<file path="src/rtl/eth_pkg.sv">
// Shared Ethernet MAC-control constants and helpers used by the PAUSE receive path.
// Byte indices refer to the position of a byte within the received frame, DA first.
package eth_pkg;

    localparam logic [47:0] PAUSE_MCAST_DA = 48'h0180C2000001;
    localparam logic [15:0] ETYPE_MAC_CTRL = 16'h8808;
    localparam logic [15:0] OPC_PAUSE      = 16'h0001;

    localparam logic [4:0] DA_END    = 5'd5;
    localparam logic [4:0] ETYPE_HI  = 5'd12;
    localparam logic [4:0] ETYPE_LO  = 5'd13;
    localparam logic [4:0] OPC_HI    = 5'd14;
    localparam logic [4:0] OPC_LO    = 5'd15;
    localparam logic [4:0] QUANTA_HI = 5'd16;
    localparam logic [4:0] QUANTA_LO = 5'd17;
    localparam logic [4:0] IDX_SAT   = 5'd18;

    typedef enum logic [2:0] {
        ST_IDLE   = 3'd0,
        ST_HDR    = 3'd1,
        ST_QUANTA = 3'd2,
        ST_TAIL   = 3'd3,
        ST_DROP   = 3'd4
    } pause_state_e;

    // Byte idx (0..5) of a 48-bit MAC address in wire order.
    function automatic logic [7:0] addr_byte(input logic [47:0] addr, input logic [4:0] idx);
        logic [7:0] b;
        b = 8'h00;
        for (int i = 0; i < 6; i++) begin
            if (idx == 5'(i)) begin
                b = addr[(5 - i) * 8 +: 8];
            end
        end
        return b;
    endfunction

    // Expected fixed byte for the ethertype/opcode positions 12..15.
    function automatic logic [7:0] ctrl_byte(input logic [4:0] idx);
        logic [7:0] b;
        case (idx)
            ETYPE_HI: b = ETYPE_MAC_CTRL[15:8];
            ETYPE_LO: b = ETYPE_MAC_CTRL[7:0];
            OPC_HI:   b = OPC_PAUSE[15:8];
            default:  b = OPC_PAUSE[7:0];
        endcase
        return b;
    endfunction

endpackage

</file>
<file path="src/rtl/pause_timer.sv">
// Loadable down-counter that keeps busy high for exactly load_value cycles after a load.
// Load has priority over the natural expiry so a reload in the final cycle never gaps busy.
module pause_timer (
    input  logic        clk,
    input  logic        rst,
    input  logic        clear,
    input  logic        load,
    input  logic [31:0] load_value,
    output logic        busy
);

    logic [31:0] count_q, count_d;
    logic        busy_q, busy_d;

    always_comb begin
        count_d = count_q;
        if (clear) begin
            count_d = '0;
        end else if (load) begin
            count_d = load_value;
        end else if (count_q != '0) begin
            count_d = count_q - 32'd1;
        end
        busy_d = (count_d != '0);
    end

    always_ff @(posedge clk) begin
        if (rst) begin
            count_q <= '0;
            busy_q  <= 1'b0;
        end else begin
            count_q <= count_d;
            busy_q  <= busy_d;
        end
    end

    assign busy = busy_q;

endmodule

</file>
<file path="src/rtl/pause_rx_detect.sv">
// Receive-side 802.3x PAUSE decoder: parses the MAC rx byte stream, and on an accepted
// PAUSE frame holds the transmitter off for quanta * QUANTA_CYCLES clocks.
module pause_rx_detect
    import eth_pkg::*;
#(
    parameter int unsigned QUANTA_CYCLES = 64,
    parameter logic [47:0] STATION_ADDR  = 48'h000000000000
) (
    input  logic        clk,
    input  logic        rst,
    input  logic [7:0]  rx_data,
    input  logic        rx_valid,
    input  logic        rx_last,
    input  logic        rx_err,
    output logic        tx_pause_hold,
    output logic [15:0] pause_quanta,
    output logic        pause_rcvd
);

    pause_state_e state_q, state_d;
    logic [4:0]   idx_q, idx_d;
    logic         mc_ok_q, mc_ok_d;
    logic         st_ok_q, st_ok_d;
    logic         err_q, err_d;
    logic [15:0]  shadow_q, shadow_d;
    logic [15:0]  pause_quanta_q, pause_quanta_d;
    logic         pause_rcvd_q, pause_rcvd_d;

    logic         accept;
    logic         bad_frame;
    logic         hdr_ok;
    logic         mc_hit;
    logic         st_hit;
    logic [15:0]  quanta_val;
    logic [31:0]  timer_value;
    logic         timer_busy;

    always_comb begin
        state_d    = state_q;
        idx_d      = idx_q;
        mc_ok_d    = mc_ok_q;
        st_ok_d    = st_ok_q;
        err_d      = err_q;
        shadow_d   = shadow_q;
        accept     = 1'b0;
        quanta_val = shadow_q;
        hdr_ok     = 1'b1;
        mc_hit     = 1'b0;
        st_hit     = 1'b0;
        bad_frame  = err_q | rx_err;

        if (rx_valid) begin
            idx_d = rx_last ? 5'd0 : ((idx_q == IDX_SAT) ? idx_q : idx_q + 5'd1);
            err_d = rx_last ? 1'b0 : bad_frame;

            unique case (state_q)
                ST_IDLE, ST_HDR: begin
                    if (idx_q <= DA_END) begin
                        // Both DA candidates are tracked in parallel; either surviving is enough.
                        mc_hit  = (idx_q == 5'd0 || mc_ok_q) &&
                                  (rx_data == addr_byte(PAUSE_MCAST_DA, idx_q));
                        st_hit  = (idx_q == 5'd0 || st_ok_q) &&
                                  (rx_data == addr_byte(STATION_ADDR, idx_q));
                        hdr_ok  = mc_hit | st_hit;
                        mc_ok_d = mc_hit;
                        st_ok_d = st_hit;
                    end else if (idx_q >= ETYPE_HI) begin
                        hdr_ok = (rx_data == ctrl_byte(idx_q));
                    end
                    if (!hdr_ok) begin
                        state_d = ST_DROP;
                    end else if (idx_q == OPC_LO) begin
                        state_d = ST_QUANTA;
                    end else begin
                        state_d = ST_HDR;
                    end
                end
                ST_QUANTA: begin
                    if (idx_q == QUANTA_LO) begin
                        shadow_d[7:0] = rx_data;
                        quanta_val    = {shadow_q[15:8], rx_data};
                        accept        = rx_last & ~bad_frame;
                        state_d       = ST_TAIL;
                    end else begin
                        shadow_d[15:8] = rx_data;
                    end
                end
                ST_TAIL: begin
                    accept = rx_last & ~bad_frame;
                end
                default: begin
                end
            endcase

            if (rx_last) begin
                state_d = ST_IDLE;
            end
        end

        pause_quanta_d = accept ? quanta_val : pause_quanta_q;
        pause_rcvd_d   = accept;
    end

    always_ff @(posedge clk) begin
        if (rst) begin
            state_q        <= ST_IDLE;
            idx_q          <= 5'd0;
            mc_ok_q        <= 1'b0;
            st_ok_q        <= 1'b0;
            err_q          <= 1'b0;
            shadow_q       <= 16'h0000;
            pause_quanta_q <= 16'h0000;
            pause_rcvd_q   <= 1'b0;
        end else begin
            state_q        <= state_d;
            idx_q          <= idx_d;
            mc_ok_q        <= mc_ok_d;
            st_ok_q        <= st_ok_d;
            err_q          <= err_d;
            shadow_q       <= shadow_d;
            pause_quanta_q <= pause_quanta_d;
            pause_rcvd_q   <= pause_rcvd_d;
        end
    end

    // A zero-quanta PAUSE is an XON: it clears the timer instead of loading it.
    assign timer_value = 32'(quanta_val) * 32'(QUANTA_CYCLES);

    pause_timer u_timer (
        .clk        (clk),
        .rst        (rst),
        .clear      (accept && (quanta_val == 16'h0000)),
        .load       (accept && (quanta_val != 16'h0000)),
        .load_value (timer_value),
        .busy       (timer_busy)
    );

    assign tx_pause_hold = timer_busy;
    assign pause_quanta  = pause_quanta_q;
    assign pause_rcvd    = pause_rcvd_q;

endmodule

</file>
<file path="config.mk">
export PLATFORM = sky130hd
export DESIGN_NAME = pause_rx_detect
export DESIGN_NICKNAME = d
export VERILOG_FILES = /design/src/rtl/eth_pkg.sv /design/src/rtl/pause_timer.sv /design/src/rtl/pause_rx_detect.sv
export SDC_FILE = /design/constraint.sdc
export NUM_CORES = 1
export LEC_CHECK = 0
export ABC_AREA = 0
export CAP_MARGIN = 10
export CORE_MARGIN = 10
export CORE_UTILIZATION = 35
export DETAILED_ROUTE_END_ITERATION = 12
export PLACE_DENSITY = 0.54
export SYNTH_ARGS = -nofsm -noshare
export SYNTH_HDL_FRONTEND = slang
export SYNTH_SLANG_ARGS = --single-unit
</file>
<file path="constraint.sdc">
create_clock -name clk -period 8.7 [get_ports clk]
set_input_delay 1.305 -clock clk [delete_from_list [all_inputs] [get_ports clk]]
set_output_delay 1.305 -clock clk [all_outputs]
set_load 0.03 [all_outputs]
</file>
; Word level (Yosys, flattened, before mapping)
; Cells that the tools add are included.
[word_totals]
reg_bits = 77
inputBits = 13
output_inout_bits = 18
word_cells = 96
[op_classes]
addsub = 2
n_lt_le_gt_ge = 2
eq_ne = 19
muxes = 38
bitwise_logic = 5
n_reduce_logical = 19
[op_table]
columns = operator, n
row1 = $mux W8, 18
row2 = $mux W32, 3
row3 = $reduce_bool A32 Y1, 2
row4 = $sub A32 B1 Y32 const B, 1
row5 = $eq A8 B8 Y1, 3
row6 = $pmux W8 S3, 1
row7 = $eq A5 B4 Y1 const B, 4
row8 = $logic_not A16 Y1, 1
row9 = $reduce_bool A16 Y1, 1
row10 = $reduce_and A3 Y1, 4
row11 = $eq A5 B2 Y1 const B, 2
row12 = $eq A5 B3 Y1 const B, 2
row13 = $eq A5 B5 Y1 const B, 2
row14 = $mux W5, 2
row15 = $mux W3, 3
row16 = $mux W1, 8
row17 = $eq A3 B2 Y1 const B, 2
row18 = $pmux W3 S2, 1
row19 = $add A5 B1 Y5 const B, 1
row20 = $eq A5 B1 Y1 const B, 1
row21 = $ge A5 B4 Y1 const B, 1
row22 = $le A5 B3 Y1 const B, 1
row23 = $logic_not A5 Y1, 1
row24 = $logic_and A1 B1 Y1, 4
row25 = 13 further kinds, 16

; Longest topological paths before layout
[logic_depth]
ltp_word = 19
ltp_mapped = 12
mapped_depth_nobuf = 10

; Cells and area by module
; From an unflattened synthesis, not the netlist that was laid out.
[unflattened]
cells_unflattened = 537
area_unflattened_um2 = 4476.8
[by_module_without_submodules]
columns = mod, instances, cells_per_inst, area_each_um2, seq_area_each_um2
row1 = pause_timer, 1, 294, 2319.7, 660.6
row2 = pause_rx_detect, 1, 243, 2157.1, 880.8

; Worst setup path after synthesis
; OpenSTA, ideal clock, no wires.
[synth_timing]
path_type = input-to-reg
start = in rx_valid
end = reg u_timer.busy_q (netlist: u_timer.busy)
setup_time_ns = 0.136
arrival_time_ns = 3.191
t_required_ns = 8.564
setup_slack_ns = 5.374
stages = 8
path_buffers = 1
path_cell_list = clkbuf_1 > nor4bb_1 > nand2_1 > mux2_2 > nor2_1 > o211ai_1 > a2111oi_2 > a41oi_2
[synth_between]
elab_chain_cells = 6
word_cells_on_any_way = 9
cone_classes = mux (4) / reduce/logical (5)
[synth_lines]
columns = item, line
row1 = from (decl), pause_rx_detect.sv:12  ; input logic rx_valid,
row2 = $mux W8, pause_rx_detect.sv:52  ; if (rx_valid) begin
row3 = $reduce_bool A16 Y1, pause_rx_detect.sv:133  ; .load (accept && (quanta_val != 16'h0000)),
row4 = $logic_and A1 B1 Y1, pause_rx_detect.sv:133
row5 = $mux W32, pause_timer.sv:19  ; end else if (load) begin
row6 = $mux W32 *, pause_timer.sv:17  ; if (clear) begin
row7 = $reduce_bool A32 Y1 *, pause_timer.sv:24  ; busy_d = (count_d != '0);
row8 = to (signal assigned), pause_timer.sv:33  ; busy_q <= busy_d;
row9 = to (decl), pause_timer.sv:13  ; logic busy_q, busy_d;
; Every way passes the cells marked *; elsewhere a longest branch is shown, timed or not.
; A chain may end at the register's enable or synchronous reset.

; Worst setup path in the final report
; Ends and elaborated chain as after synthesis.

==> flow_summary.json <==
{
  "outcome": "complete, no violations",
  "die_area_um2": 16200,
  "clk_pin_slew_ps": 60,
  "finalWirelength_um": 10800,
  "ctsHoldBuffers": 0,
  "combPwrFrac_pct": 45.0,
  "syn_inst": 481,
  "drtPass1Iterations": 4,
  "cts_tree": "yes",
  "post_drt_wl_per_cell_um": 16.7,
  "start_kind": "input pin",
  "nets": 518,
  "whs_ps": 455,
  "ys_seq_area_share_pct": 38.3,
  "cts_made_buffers": 9,
  "die_h_um": 127,
  "path_max_fanout": 10,
  "start_util_pct": 35.6,
  "synth-edff-count": 0,
  "cts_buffer_depth": 2,
  "hold_violations": 0,
  "postCtsSetupBuffers": 0,
  "clock_latency_ps": 340,
  "maxCapViolCount": 0,
  "grt_remaining_overflow": 0,
  "place_congestion": 0.890,
  "fin_skew_ps": 7.02,
  "m1WireLength_um": 4910,
  "maxSlewHeadroom_pct": 45.9,
  "vdd_ir_drop_max_mv": 0.114,
  "fmax_mhz": 268,
  "num_vias": 3552,
  "syn-num-nets": 501,
  "drt-initial-drc-count": 160,
  "path_cells": "clkdlybuf4s50_1 -> nor4bb_1 -> nand2_1 -> mux2_2 -> nor2_1 -> o211ai_1 -> a2111oi_2 -> a41oi_2",
  "final_common_cell": "nor2_1",
  "worst_path_largest_cell_delay_ps": 640,
  "slowest_stage": "clkdlybuf4s50_1",
  "highest_layer": "met4",
  "root_buffer": "clkbuf_16",
  "avgSynthCellArea_um2": 8.37,
  "numClockSinks": 77,
  "synth_top_area_share_pct": 38.3,
  "htree_levels": 3,
  "switchingPower_uw": 648,
  "grtUsageTotal_pct": 13.3,
  "critPathLaunch": "rx_valid",
  "rows": 39,
  "vias_per_cell": 5.50,
  "setup_viol": 0,
  "crit_arrival_ps": 3920,
  "power_frac_seq_pct": 28.9,
  "drtAntennaViolNets": 0,
  "antenna_found_initial": 0,
  "cp.required_ps": 8890,
  "fin_crit_sh_pct": 42.9,
  "die_x_um": 127,
  "p_leak_uw": 0.00178,
  "path_class": "in -> reg",
  "ff2ff_path_depth": 8,
  "swShare_pct": 38.9,
  "met3WireLength_um": 488,
  "grt_pass1_vias": 3448,
  "synth-warning-count": 0,
  "hold_path.class": "reg -> reg",
  "grt_setup_unrepaired": "no",
  "power_density_nw_per_um2": 352,
  "synth_area_um2": 4030,
  "area_growth_pct": 17.4,
  "timing.rr.start": "u_timer.count_q[2]$_SDFF_PP0_",
  "most-common-layout-cells": "nor2_1, dfxtp_1, nand2_1, a21oi_1, clkdlybuf4s50_1",
  "synth_cell_type_count": 69,
  "synth_seq_cells": 77,
  "ioPinCount": 31,
  "cp-end-kind": "flip-flop",
  "finalMaxSlewViolations": 0,
  "worst_pin_slew_ps": 801,
  "ys.flop_type": "dfxtp_1",
  "portBuffers": 30,
  "core_area_um2": 11300,
  "grt_pass1_wl_um": 17500,
  "post-dp-hpwl_um": 7800,
  "fin_crit_ps": 3730,
  "drive_above_1_share_pct": 10.1,
  "hold_depth": 2,
  "fin_tns_setup_ps": 0,
  "internal-power_uw": 1020,
  "remaining_drc_errors": 0,
  "grt_max_degree": 66,
  "insertedDiodeCount": 0,
  "clkPwrFrac_pct": 26.1,
  "netlist.top_cell.by_area": "dfxtp_1",
  "synthTopCellsByArea": "dfxtp_1, nor2_1, mux2i_1",
  "async_reset_ff_share_pct": 0,
  "cts-resized-gates": 0,
  "hp-start": "pause_quanta[11]$_SDFFE_PP0P_",
  "wl_met2_um": 5170
}
[kinds of logic after synthesis]
family                     share of synthesized area [%]
and+or+nand+nor                                     29.5
muxes                                               4.26
DFF                                                 38.3
buffers and inverters                               4.51
xor gates and xnor gates                            3.92
AOI/OAI and AO/OA                                   17.3
adders and majority gates                           2.18
[flip-flops by register name (all words and copies together) (netlist names)]
register         cells
err_q                1
u_timer.count_q     32
idx_q                5
mc_ok_q              1
state_q              3
pause_rcvd           1
st_ok_q              1
pause_quanta        16
u_timer.busy         1
shadow_q            16
[synthesized netlist by cell type (4+ instances only)]
library cell  instances
nor2_1               78
dfxtp_1              77
nand2_1              35
a21oi_1              30
clkbuf_1             20
nor3_1               20
a211oi_1             18
mux2i_1              16
o21ai_0              13
nor4_1               12
xnor2_1              11
inv_1                10
nand3_1               9
ha_1                  7
nand2b_1              7
nor2b_1               7
xor2_1                7
or3_1                 6
or3_2                 5
or4_1                 5
a31oi_1               4
clkbuf_8              4
nor3b_1               4
o31ai_1               4
or2_2                 4
[layer usage]
| layer | global-route usage [%] | up-vias |
|---|---|---|
| li1 | - | 1783 |
| met4 | 6.23 | 0 |
| met3 | 2.81 | 16 |
| met5 | 0 | - |
| met2 | 22.0 | 80 |
| met1 | 16.1 | 1673 |
[worst max-delay path, delay by kind of cell]
| kind | cells | cell delay, ps |
|---|---|---|
| buf+inv | 1 | 640 |
| compound gates | 3 | 550 |
| simple gates | 3 | 990 |
| mux | 1 | 430 |
[per-stage QoR]
stage	total power, µW	setup WS, ps	std cells	cell area [µm²]	util, %
3_3_place_gp	1220	4680	630	4380	38.7
2_1_floorplan	1060	5370	481	4030	-
3_5_place_dp	1220	4600	630	4380	38.7
4_1_cts	1670	4950	646	4730	41.8
5_1_grt	1770	4630	646	4730	41.8
6_report	1660	4970	646	4730	41.8
[power by group through the flow]
stage	Clock [µW]	Sequential, µW	Combinational [µW]
floorplan	0	467	592
global placement	0	484	738
detailed placement	0	485	737
CTS	444	478	744
global route	458	490	827
finish	435	480	749
[cell type report]
| cell class | count | area [µm²] |
|---|---|---|
| inverter | 10 | 37.5 |
| clock buffer | 10 | 239 |
| fill | 1143 | 6590 |
| sequential | 77 | 1540 |
| multi-input combinational | 367 | 2300 |
| tap | 143 | 179 |
| clock inverter | 6 | 110 |
| timing repair buffer | 33 | 318 |
[worst paths after layout]
path                                    to  slack [ps]
max                u_timer.busy$_SDFF_PP0_        4970
min          pause_quanta[11]$_SDFFE_PP0P_         460
max reg2reg        u_timer.busy$_SDFF_PP0_        5320
min reg2reg  pause_quanta[11]$_SDFFE_PP0P_         460
No activity file was read; power rests on OpenSTA's default activity.
